$ cat src/rtl/ps2_note_scheduler.sv
// ps2_note_scheduler: parses PS/2 make/break codes into a last-pressed-priority held-key stack
module ps2_note_scheduler #(
    parameter int DEPTH   = 4,
    parameter int TIMEOUT = 56_000
) (
    input  logic       CLK,
    input  logic       RST_N,
    input  logic [7:0] byte_data,
    input  logic       byte_valid,
    input  logic       byte_err,
    output logic [7:0] note_code,
    output logic       note_on,
    output logic       note_change,
    output logic [3:0] held_count
);
    localparam int TW = $clog2(TIMEOUT + 1);
    localparam logic [1:0] IDLE    = 2'd0;
    localparam logic [1:0] BRK     = 2'd1;
    localparam logic [1:0] EXT     = 2'd2;
    localparam logic [1:0] EXT_BRK = 2'd3;

    logic [1:0]    st, st_n;
    logic [TW-1:0] tcnt, tcnt_n;
    logic [7:0]    stk [DEPTH];
    logic [7:0]    stk_n [DEPTH];
    logic [3:0]    cnt_n, pos;
    logic [7:0]    top_n;
    logic          ev, hit, mk, brk, clr, expire;

    // Parser: an erroneous byte aborts any prefix, a silent prefix times out back to IDLE
    always_comb begin
        ev     = byte_valid && !byte_err;
        expire = st != IDLE && tcnt == TW'(TIMEOUT - 1);
        clr    = ev && st == IDLE && (byte_data == 8'h00 || byte_data == 8'hFF);
        mk     = ev && st == IDLE && !clr && byte_data != 8'hF0 && byte_data != 8'hE0;
        brk    = ev && st == BRK;
        st_n   = byte_err ? IDLE :
                 byte_valid ? (st == IDLE ? (byte_data == 8'hF0 ? BRK : byte_data == 8'hE0 ? EXT : IDLE) :
                               (st == EXT && byte_data == 8'hF0) ? EXT_BRK : IDLE) :
                 expire ? IDLE : st;
        tcnt_n = (byte_valid || byte_err || st_n == IDLE) ? '0 : tcnt + 1'b1;
    end

    // Stack update: stk[0] is the oldest entry, stk[held_count-1] is the active note
    always_comb begin
        hit = 1'b0;
        pos = '0;
        for (int i = 0; i < DEPTH; i++)
            if (!hit && 4'(i) < held_count && stk[i] == byte_data) begin
                hit = 1'b1;
                pos = 4'(i);
            end
        stk_n = stk;
        cnt_n = held_count;
        if (clr)
            cnt_n = '0;
        else if (mk && !hit) begin
            if (held_count == 4'(DEPTH)) begin
                for (int i = 0; i < DEPTH - 1; i++) stk_n[i] = stk[i+1];
                stk_n[DEPTH-1] = byte_data;
            end else begin
                for (int i = 0; i < DEPTH; i++) if (4'(i) == held_count) stk_n[i] = byte_data;
                cnt_n = held_count + 4'd1;
            end
        end else if (brk && hit) begin
            for (int i = 0; i < DEPTH - 1; i++) if (4'(i) >= pos) stk_n[i] = stk[i+1];
            cnt_n = held_count - 4'd1;
        end
        top_n = '0;
        for (int i = 0; i < DEPTH; i++) if (4'(i) + 4'd1 == cnt_n) top_n = stk_n[i];
    end

    // Parser state and prefix timeout counter
    always_ff @(posedge CLK or negedge RST_N)
        if (!RST_N) begin
            st   <= IDLE;
            tcnt <= '0;
        end else begin
            st   <= st_n;
            tcnt <= tcnt_n;
        end

    // Stack storage and registered note outputs; note_change flags a new code/on value
    always_ff @(posedge CLK or negedge RST_N)
        if (!RST_N) begin
            for (int i = 0; i < DEPTH; i++) stk[i] <= '0;
            held_count  <= '0;
            note_code   <= '0;
            note_on     <= 1'b0;
            note_change <= 1'b0;
        end else begin
            stk         <= stk_n;
            held_count  <= cnt_n;
            note_code   <= top_n;
            note_on     <= cnt_n != 4'd0;
            note_change <= top_n != note_code || (cnt_n != 4'd0) != note_on;
        end
endmodule

$ cat config.mk
export PLATFORM = sky130hd
export DESIGN_NAME = ps2_note_scheduler
export DESIGN_NICKNAME = d
export VERILOG_FILES = /design/src/rtl/ps2_note_scheduler.sv
export SDC_FILE = /design/constraint.sdc
export NUM_CORES = 1
export LEC_CHECK = 0
export ABC_AREA = 1
export ABC_CLOCK_PERIOD_IN_PS = 3780
export BUFFER_PORTS_ARGS = -buffer_cell sky130_fd_sc_hd__buf_2
export CORE_MARGIN = 2
export CORE_UTILIZATION = 62
export CTS_CLUSTER_DIAMETER = 30
export CTS_CLUSTER_SIZE = 24
export DETAILED_ROUTE_END_ITERATION = 10
export GPL_ROUTABILITY_DRIVEN = 1
export GPL_TIMING_DRIVEN = 0
export PLACE_DENSITY = 0.87
export SYNTH_ARGS = -nofsm -noshare
export SYNTH_HDL_FRONTEND = slang
export SYNTH_SLANG_ARGS = --single-unit
$ cat constraint.sdc
create_clock -name CLK -period 3.78 [get_ports CLK]
set_clock_uncertainty 0.15 [all_clocks]
set_input_delay 0.756 -clock CLK [delete_from_list [all_inputs] [get_ports CLK]]
set_output_delay 0.756 -clock CLK [all_outputs]
set_load 0.01 [all_outputs]
==> run metrics, run 1 <==
status complete, no violations; Clock Power Share between 20% and 30%; Crit. End Element flop; Root Driver clkbuf_8; I/O Pins 26; pwr dens 660 mW/mm^2; Pint ~1900 uW; Max Fclk 291 MHz; Comb pwr share 48.1%; ranking of synthesized cells by area dfrtp_1, nand2_1, inv_1, o21ai_0, nand3_1; GP Congestion about 0.96; clk_lat worst skew between 0.3 and 0.4 ns; DRT Wirelength around 14,000 um; Avg Synthesized Cell Area between 6 and 7 sq um; ys flop type dfrtp_1; Post-synth ARST share between 90% and 100%; vias in the first global route between 4,000 and 5,000; final setup violation count 0; number of max-cap violations 0; number of antenna cells inserted 0; Core Region ~0.008 sq mm; Slew @ Worst Pin 0.820 ns; Post-Syn Instances roughly 770; post-DR vias/cell just under 6; CTS Buf Count 9; post_cts resized 0; most common library cells after synthesis nand2_1, inv_1, dfrtp_1; CTS H-Tree Depth 3; sequential area share after synthesis between 30 and 40%; post-route setup TNS 0 ns; Fin Hold WS around 0.31 ns; first-pass GRT wire length around 24,000 um; Worst EP arrival ~3.5 ns; Synth-to-Final Area Change 9.41%; nets just over 800; pins over their slew limit 0; clock sinks 64; Min Clock Period, post-route 3.44 ns; P_sw approximately 1700 uW; Initial Utilization between 60 and 70%; Synth top area share 32.1%; relative slew slack around 45%; largest fanout on the critical path 10; Cell Area, Synth between 0.004 and 0.005 sq mm; sequential share of power between 30% and 40%; Post-synth EDFFs 0; most common cell in the netlist nand2_1; switching part of the total power 46.3%; CTS tree yes; die area 0.00878 sq mm; Iter 0 DRT Violations 584; Hold WC Path Type flop to flop; Worst-path clk slew 0.08 ns; Seq cells post-synth 64; unrepaired setup endpoints after global routing false; crit path launch type flop; vias 5,319; largest net degree at the start of global routing 65; # rows 32; WS Path Type flop to flop; gr ovfl total 0; Yosys warnings 0; Post-Syn Nets between 700 and 800; P_leak 0.00282 uW; endpoints failing hold 0; antenna violations before repair 0; Register Area about 0.0016 sq mm; cell taking the most area after synthesis dfrtp_1; Synth cell types 41; Critical Path RT slightly below 4 ns; All-Layer GR Usage about a third; Final ANT Viol Nets 0; clk buf depth 2; Post-CTS Hold Fix Bufs 0; Routed WL per cell between 15 and 20 um; Peak VDD IR ~0.47 mV; Die Wd 93.7 um; Util after Layout 70.3%; layout cell share with drive strength beyond 1 approximately 14%; fin crit share roughly nine tenths; Pre-antenna DRT Iters 5; die height 93.7 um; DP Wirelength roughly 10,000 um; Post-CTS Setup Repair Bufs 0; Port Buffers 18; area of the multi-input gates between 0.002 and 0.003 sq mm; residual DRC count 0; fillers around 680
[cell usage in the layout, fill, tap and decap left out, types with 4 or more instances in the layout]
cell type and count:
buf_2 23, o21ai_1 5, nand2_2 11, nand3_1 51
clkbuf_1 8, dfrtp_1 64, o211ai_1 10, nor2_4 6
nand3_2 4, nand2_1 252, o21ai_0 56, o21ai_2 7
nor3_1 13, nor3b_1 8, inv_2 16, nand4_1 8
nor2_1 56, buf_6 4, buf_4 7, nor2_2 4
a21oi_1 45, inv_1 88, clkbuf_8 9, ha_1 6
[final cells by class]
type / instances / share of cell area [%]
Multi-Input combinational cell: 572 / 51.9
Sequential cell: 64 / 29.3
Inverter: 106 / 7.38
Buffer: 24 / 2.75
Tap cell: 102 / 2.34
Clock inverter: 7 / 2.29
Clock buffer: 9 / 2.27
Timing Repair Buffer: 18 / 1.70
[registers in the layout (all words and copies together), names as in the netlist]
signal       count
note_code        8
note_on          1
held_count       4
st               2
note_change      1
stk             32
tcnt            16
[kinds of logic after synthesis]
group	after synthesis	share of synthesized area [%]
and+or+nand+nor	430	39.6
xor gates and xnor gates	6	1.05
adders and majority gates	6	1.50
DFF	64	32.1
AOI/OAI and AO/OA	130	14.6
buffers and inverters	130	11.1
[power by group through the flow]
stage               clock [uW]  sequential [uW]  combinational, uW
finish                     759             1110               1730
global route               784             1140               1940
global placement             0             1100               1610
CTS                        758             1100               1700
floorplan                    0             1090               1260
detailed placement           0             1110               1670
[final timing paths]
check                                    from          end  slack (ns)  cells past startpoint
worst max-delay path            held_count[0]  note_change        0.34                     19
worst min-delay path                  tcnt[0]      tcnt[0]        0.31                      1
min in group asynchronous               RST_N      tcnt[3]        0.33                      1
worst min register to register        tcnt[0]      tcnt[0]        0.31                      1
max in group asynchronous               RST_N      stk[24]        2.61                      1
worst max register to register  held_count[0]  note_change        0.34                     19
[stage by stage]
| stage | total power (uW) | cells | worst slack, ns | instance area, sq um |
|---|---|---|---|---|
| 4_1_cts | 3560 | 902 | 0.409 | 5460 |
| 2_1_floorplan | 2350 | 766 | 0.811 | 4990 |
| 6_report | 3600 | 902 | 0.343 | 5460 |
| 3_3_place_gp | 2710 | 886 | 0.214 | 5210 |
| 5_1_grt | 3860 | 902 | 0.0847 | 5460 |
| 3_5_place_dp | 2790 | 886 | 0.171 | 5210 |
[critical path: stages, from the launching register on]
cell and delay [ns]:
dfrtp_1 0.46, inv_1 0.16, ha_1 0.28, inv_1 0.09
nor3_2 0.42, inv_2 0.24, nand3_1 0.17, nand2_1 0.06
nand2_1 0.07, nand3_2 0.17, nor2_4 0.32, nand2_1 0.09
nand2_1 0.12, nand2_1 0.11, nand2_2 0.08, nand2_1 0.05
nand2_1 0.06, nand3_1 0.10, nor2_1 0.10, nand2_1 0.05
[routing by layer]
metal / wire (um) / track usage, % / vias up / part of all wire, %
met2: 6390 / 55.5 / 340 / 45
met4: 447 / 11.8 / 0 / 3.2
met3: 1490 / 5.62 / 59 / 11
met5: 0 / 0 / - / 0
li1: - / - / 2511 / -
met1: 5840 / 47.6 / 2409 / 41
(Power assumes the default switching activity.)
==> run 2: changes to the inputs <==
Settings changed: CORE_UTILIZATION 62 to 55, PLACE_DENSITY 0.87 to 0.79.
==> run metrics, run 2 (same netlist as run 1, synthesis figures left out) <==
fin crit share 89.7% (was 90.9%); Final ANT Viol Nets 0 (unchanged); Crit. End Element flop (unchanged); endpoints failing hold 0 (unchanged); number of antenna cells inserted 0 (unchanged); Slew @ Worst Pin 0.822 ns (was 0.820 ns); Port Buffers 18 (unchanged); clk_lat worst skew 0.35 ns (was 0.36 ns); Cell Area, Placed 0.00522 sq mm (was 0.00521 sq mm); CTS tree yes (unchanged); number of max-cap violations 0 (unchanged); crit path launch type flop (unchanged); CTS Buf Count 9 (unchanged); Initial Utilization 56.9% (was 64.2%); pwr dens 636 mW/mm^2 (was 660 mW/mm^2); Register Area 0.00160 sq mm (unchanged); Pre-antenna DRT Iters 5 (unchanged); pins over their slew limit 0 (unchanged); Worst-path clk slew 0.08 ns (about the same); Root Driver clkbuf_8 (unchanged); status complete, no violations (unchanged); gr ovfl total 0 (unchanged); post-route cell area 0.00543 sq mm (was 0.00546 sq mm); residual DRC count 0 (unchanged); DP Wirelength 10,700 um (was 10,500 um); Peak VDD IR 0.366 mV (was 0.468 mV); vias 5,060 (was 5,319); # rows 34 (was 32); die area 0.00985 sq mm (was 0.00878 sq mm); unrepaired setup endpoints after global routing false (unchanged); slowest stage cell, crit path dfrtp_1 (unchanged); Max Fclk 295 MHz (was 291 MHz); fillers 816 (was 677); Core Region 0.00876 sq mm (was 0.00777 sq mm); die height 99.2 um (was 93.7 um); clock sinks 64 (unchanged); most frequent cells in the layout nand2_1, inv_1, dfrtp_1, nor2_1, o21ai_0 (unchanged); post-DR vias/cell 5.57 (was 5.90); Critical Path RT 3.87 ns (was 3.89 ns); CTS H-Tree Depth 3 (unchanged); Hold WC Path Type flop to flop (unchanged); nets 813 (unchanged); I/O Pins 26 (unchanged); DRT Wirelength 14,100 um (was 14,200 um); GP Congestion 0.987 (was 0.960); Die Wd 99.2 um (was 93.7 um); most used cell, CP nand2_1 (unchanged); All-Layer GR Usage 29.7% (was 34.5%); Synth-to-Final Area Change 8.80% (was 9.41%); Reg with most FFs stk (unchanged); first-pass GRT wire length 23,300 um (was 23,600 um); CP cell instances inv_1, ha_1, nand2_4, nand3_1, nor2_1, nand2_1, nand2_2, nor2_8, nand3_1, nand2_1, inv_1, nand2_2, nand2_4, nor2_4, nand2_1, nand2_1, nand2_1, nand2_2, nand2_1, nand2_1, nand3_1, nor2_1, nand2_1 (was inv_1, ha_1, inv_1, nor3_2, inv_2, nand3_1, nand2_1, nand2_1, nand3_2, nor2_4, nand2_1, nand2_1, nand2_1, nand2_2, nand2_1, nand2_1, nand3_1, nor2_1, nand2_1); Worst EP arrival 3.49 ns (was 3.54 ns); post-route setup TNS 0 ns (unchanged); pre-CTS WS 0.177 ns (was 0.171 ns); vias in the first global route 4,671 (was 4,971); Top Registers stk x32, tcnt x16, note_code x8 (unchanged); slack of the critical path 0.388 ns (was 0.343 ns); relative slew slack 45.2% (was 45.3%); layout cell share with drive strength beyond 1 13.8% (was 13.9%); antenna violations before repair 0 (unchanged); largest fanout on the critical path 10 (unchanged); number of flip-flops under the largest register name 32 (unchanged); WS Path Type flop to flop (unchanged); Min Clock Period, post-route 3.39 ns (was 3.44 ns); P_leak 0.00280 uW (was 0.00282 uW); Routed WL per cell 15.6 um (was 15.7 um); clk buf depth 2 (unchanged); area of the multi-input gates 0.00284 sq mm (was 0.00283 sq mm); commonest non-fill, non-tap cell in the layout nand2_1 (unchanged); Iter 0 DRT Violations 436 (was 584); Worst path max stage delay 0.47 ns (was 0.46 ns); largest net degree at the start of global routing 65 (unchanged); final setup violation count 0 (unchanged)
==> run 2: cell types whose count changed in the layout (fill, tap and decap cells not counted) <==
cell / before / now
inv_6: 3 / 1
clkinv_4: 1 / 2
clkbuf_1: 8 / 9
nor3_2: 2 / 1
clkbuf_8: 9 / 10
nor3_4: 1 / 2
bufinv_16: 3 / 1
clkinvlp_4: 0 / 1
==> run 2: area by class of cell <==
type	count	area share (%)
Clock buffer	11	2.60
Clock inverter	5	1.18
Tap cell	108	2.49
Timing Repair Buffer	18	1.71
Inverter	106	7.42
Sequential cell	64	29.5
Buffer	24	2.77
Multi-Input combinational cell	572	52.3
==> run 2: worst paths after layout <==
kind	slack, ns	end	startpoint	depth (start not counted)
min in group asynchronous	0.35	st[1]	RST_N	1
min	0.31	tcnt[0]	tcnt[0]	1
max reg2reg	0.39	note_change	held_count[0]	23
max in group asynchronous	2.59	stk[5]	RST_N	1
min reg2reg	0.31	tcnt[0]	tcnt[0]	1
max	0.39	note_change	held_count[0]	23
==> run 2: worst max-delay path, delay by kind of cell, from the launching register on <==
family / cells / cell delay, ns
and+or+nand+nor: 20 / 2.13
buffers and inverters: 2 / 0.22
adders and majority gates: 1 / 0.28
DFF: 1 / 0.47
==> run 2: per-stage QoR <==
step	hold WS, ns	power [uW]	utilization (%)	cells
final	0.309	3450	61.9	908
after global routing	0.351	3720	61.9	908
after CTS	0.313	3430	61.9	908
after detailed placement	0.301	2790	59.5	892
after global placement	0.298	2730	59.5	892
after floorplan	0.283	2350	-	766
==> run 2: repair_timing <==
action / in CTS / in global routing
buffers inserted: 0 / 0
gates resized for setup: 0 / 1
endpoints found under the setup margin: 0 / 1
hold buffers: 0 / 0
==> run 2: where the power goes <==
| group | switching [uW] | internal, uW | total, uW | leakage [uW] |
|---|---|---|---|---|
| combinational | 1120 | 591 | 1710 | 0.00188 |
| sequential | 210 | 900 | 1110 | 0.000819 |
| clock | 300 | 328 | 628 | 0.000100 |
| total | 1630 | 1820 | 3450 | 0.00280 |
==> run 2: layer usage <==
layer / vias to the layer above / global-route usage, % / share of wire (%)
met5: - / 0 / 0
met4: 0 / 9.69 / 1.9
met3: 23 / 3.51 / 7.8
met2: 221 / 46.1 / 45
met1: 2298 / 43.4 / 45
li1: 2518 / - / -
==> run 3: changes to the inputs <==
Settings changed: CORE_UTILIZATION 55 to 50, PLACE_DENSITY 0.79 to 0.73.
==> run metrics, run 3 (same netlist as run 1, synthesis figures left out) <==
residual DRC count 0 (unchanged); post_cts resized 0 (unchanged); Synth-to-Final Area Change 8.88% (was 8.80%); relative slew slack 44.0% (was 45.2%); fin crit share 93.2% (was 89.7%); gr ovfl total 0 (unchanged); Pre-antenna DRT Iters 5 (unchanged); post-route cell area 0.00543 sq mm (about the same); All-Layer GR Usage 26.9% (was 29.7%); hold path start tcnt[0] (unchanged); endpoints failing hold 0 (unchanged); number of max-cap violations 0 (unchanged); Reg with most FFs stk (unchanged); largest net degree at the start of global routing 65 (unchanged); final setup violation count 0 (unchanged); WS Path Type flop to flop (unchanged); # rows 36 (was 34); Critical Path RT 3.88 ns (was 3.87 ns); pwr dens 622 mW/mm^2 (was 636 mW/mm^2); unrepaired setup endpoints after global routing false (unchanged); Peak VDD IR 0.409 mV (was 0.366 mV); P_leak 0.00279 uW (was 0.00280 uW); vias in the first global route 4,803 (was 4,671); R2R Setup Slk 0.26 ns (was 0.39 ns); layout cell share with drive strength beyond 1 13.8% (unchanged); Post-CTS Setup Repair Bufs 0 (unchanged); Comb pwr share 50.6% (was 49.6%); antenna violations before repair 0 (unchanged); DRT Wirelength 14,000 um (was 14,100 um); dpl cells 917 (was 892); pins over their slew limit 0 (unchanged); Clock Power Share 16.7% (was 18.2%); largest fanout on the critical path 10 (unchanged); Port Buffers 18 (unchanged); hold endpoint tcnt[0] (unchanged); Worst path max stage delay 0.47 ns (about the same); die area 0.0108 sq mm (was 0.00985 sq mm); Hold WC Path Type flop to flop (unchanged); sequential share of power 32.7% (was 32.2%); GP Congestion 0.939 (was 0.987); Crit. End Element flop (unchanged); Root Driver clkbuf_8 (unchanged); Worst EP arrival 3.62 ns (was 3.49 ns); I/O Pins 26 (unchanged); Post-CTS Hold Fix Bufs 0 (unchanged); Worst path top cell family by delay simple AND/OR/NAND/NOR gates (unchanged); Hold Path Depth 1 (unchanged); vias 5,055 (was 5,060); Final ANT Viol Nets 0 (unchanged); CTS H-Tree Depth 3 (unchanged); Die Wd 104 um (was 99.2 um); commonest non-fill, non-tap cell in the layout nand2_1 (unchanged); Slew @ Worst Pin 0.840 ns (was 0.822 ns); CP cell instances inv_1, ha_1, inv_1, nor3_2, inv_2, nand3_1, nand2_1, nand2_1, nand3_2, nor2_4, nand2_1, nand2_1, nand2_1, nand2_2, nand2_1, nand2_1, nand3_1, nor2_1, nand2_1 (was inv_1, ha_1, nand2_4, nand3_1, nor2_1, nand2_1, nand2_2, nor2_8, nand3_1, nand2_1, inv_1, nand2_2, nand2_4, nor2_4, nand2_1, nand2_1, nand2_1, nand2_2, nand2_1, nand2_1, nand3_1, nor2_1, nand2_1); clock sinks 64 (unchanged); number of antenna cells inserted 0 (unchanged); status complete, no violations (unchanged); nets 813 (unchanged); Core Region 0.00973 sq mm (was 0.00876 sq mm); post-route setup TNS 0 ns (unchanged); Layout Cells excl Fill 933 (was 908); switching part of the total power 47.8% (was 47.3%); clk buf depth 2 (unchanged); Critical R2R Launch held_count[0] (unchanged); Max Fclk 284 MHz (was 295 MHz); Util after Layout 55.8% (was 61.9%); crit path launch type flop (unchanged); Cell Area, Placed 0.00525 sq mm (was 0.00522 sq mm); DP Wirelength 10,600 um (was 10,700 um); first-pass GRT wire length 23,400 um (was 23,300 um); Reg-to-Reg End note_change (unchanged); die height 104 um (was 99.2 um); Pint 1760 uW (was 1820 uW); Worst-path clk slew 0.08 ns (about the same); most frequent cells in the layout nand2_1, inv_1, dfrtp_1, nor2_1, o21ai_0 (unchanged); slowest stage cell, crit path dfrtp_1 (unchanged); most used cell, CP nand2_1 (unchanged); Routed WL per cell 15.0 um (was 15.6 um); Iter 0 DRT Violations 514 (was 436); CTS tree yes (unchanged); clk_lat worst skew 0.36 ns (was 0.35 ns); number of flip-flops under the largest register name 32 (unchanged); Top Registers stk x32, tcnt x16, note_code x8 (unchanged); Initial Utilization 51.3% (was 56.9%); P_sw 1620 uW (was 1630 uW); cell count of the worst reg-to-reg path 19 (was 23); Min Clock Period, post-route 3.52 ns (was 3.39 ns); post-DR vias/cell 5.42 (was 5.57); CP Buf/Inv Count 3 (was 2); CTS Buf Count 9 (unchanged)
run 3: cell count changes in the layout (fill, tap and decap cells not counted):
cell        change
bufinv_16       -1
clkbuf_8        +1
clkinv_2        +1
clkinv_4        -1
clkinvlp_4      +1
inv_6           -1
nor3_2          +1
nor3_4          -1
run 3: area by class of cell:
| class | count | area, sq um |
|---|---|---|
| clock buffers | 12 | 155 |
| repair buffers | 18 | 92.6 |
| clock inverters | 4 | 28.8 |
| inverters | 106 | 403 |
| plain buffers | 24 | 150 |
| well taps | 133 | 166 |
| multi-input cells | 572 | 2830 |
| fillers | 998 | 4300 |
| flip-flops and latches | 64 | 1600 |
run 3: metrics by stage:
step / power (uW) / hold WS (ns) / worst slack [ns]
3_5_place_dp: 2790 / 0.308 / 0.131
3_3_place_gp: 2730 / 0.304 / 0.127
2_1_floorplan: 2350 / 0.283 / 0.811
5_1_grt: 3680 / 0.343 / 0.0295
6_report: 3380 / 0.316 / 0.258
4_1_cts: 3360 / 0.318 / 0.302
run 3: how the worst max path moves through the flow:
stage,start,slack (ns),cells past startpoint,to
3_5_place_dp,byte_data[6],0.13,24,note_change
4_1_cts,held_count[0],0.30,19,note_change
3_3_place_gp,byte_data[7],0.13,24,note_change
2_1_floorplan,byte_data[6],0.81,19,note_change
6_report,held_count[0],0.26,19,note_change
5_1_grt,held_count[0],0.03,24,note_change
run 3: routing by layer:
layer	vias up	part of all wire (%)	global-route usage, %
met2	217	43	40.4
li1	2514	-	-
met1	2299	45	38.0
met4	0	2.1	10.8
met3	25	9.0	5.76
met5	-	0	0
run 3: power by group through the flow:
stage          sequential [uW]  clock (uW)  combinational (uW)
2_1_floorplan             1090           0                1260
3_3_place_gp              1100           0                1630
3_5_place_dp              1120           0                1680
4_1_cts                   1100         570                1690
5_1_grt                   1140         601                1940
6_report                  1110         565                1710
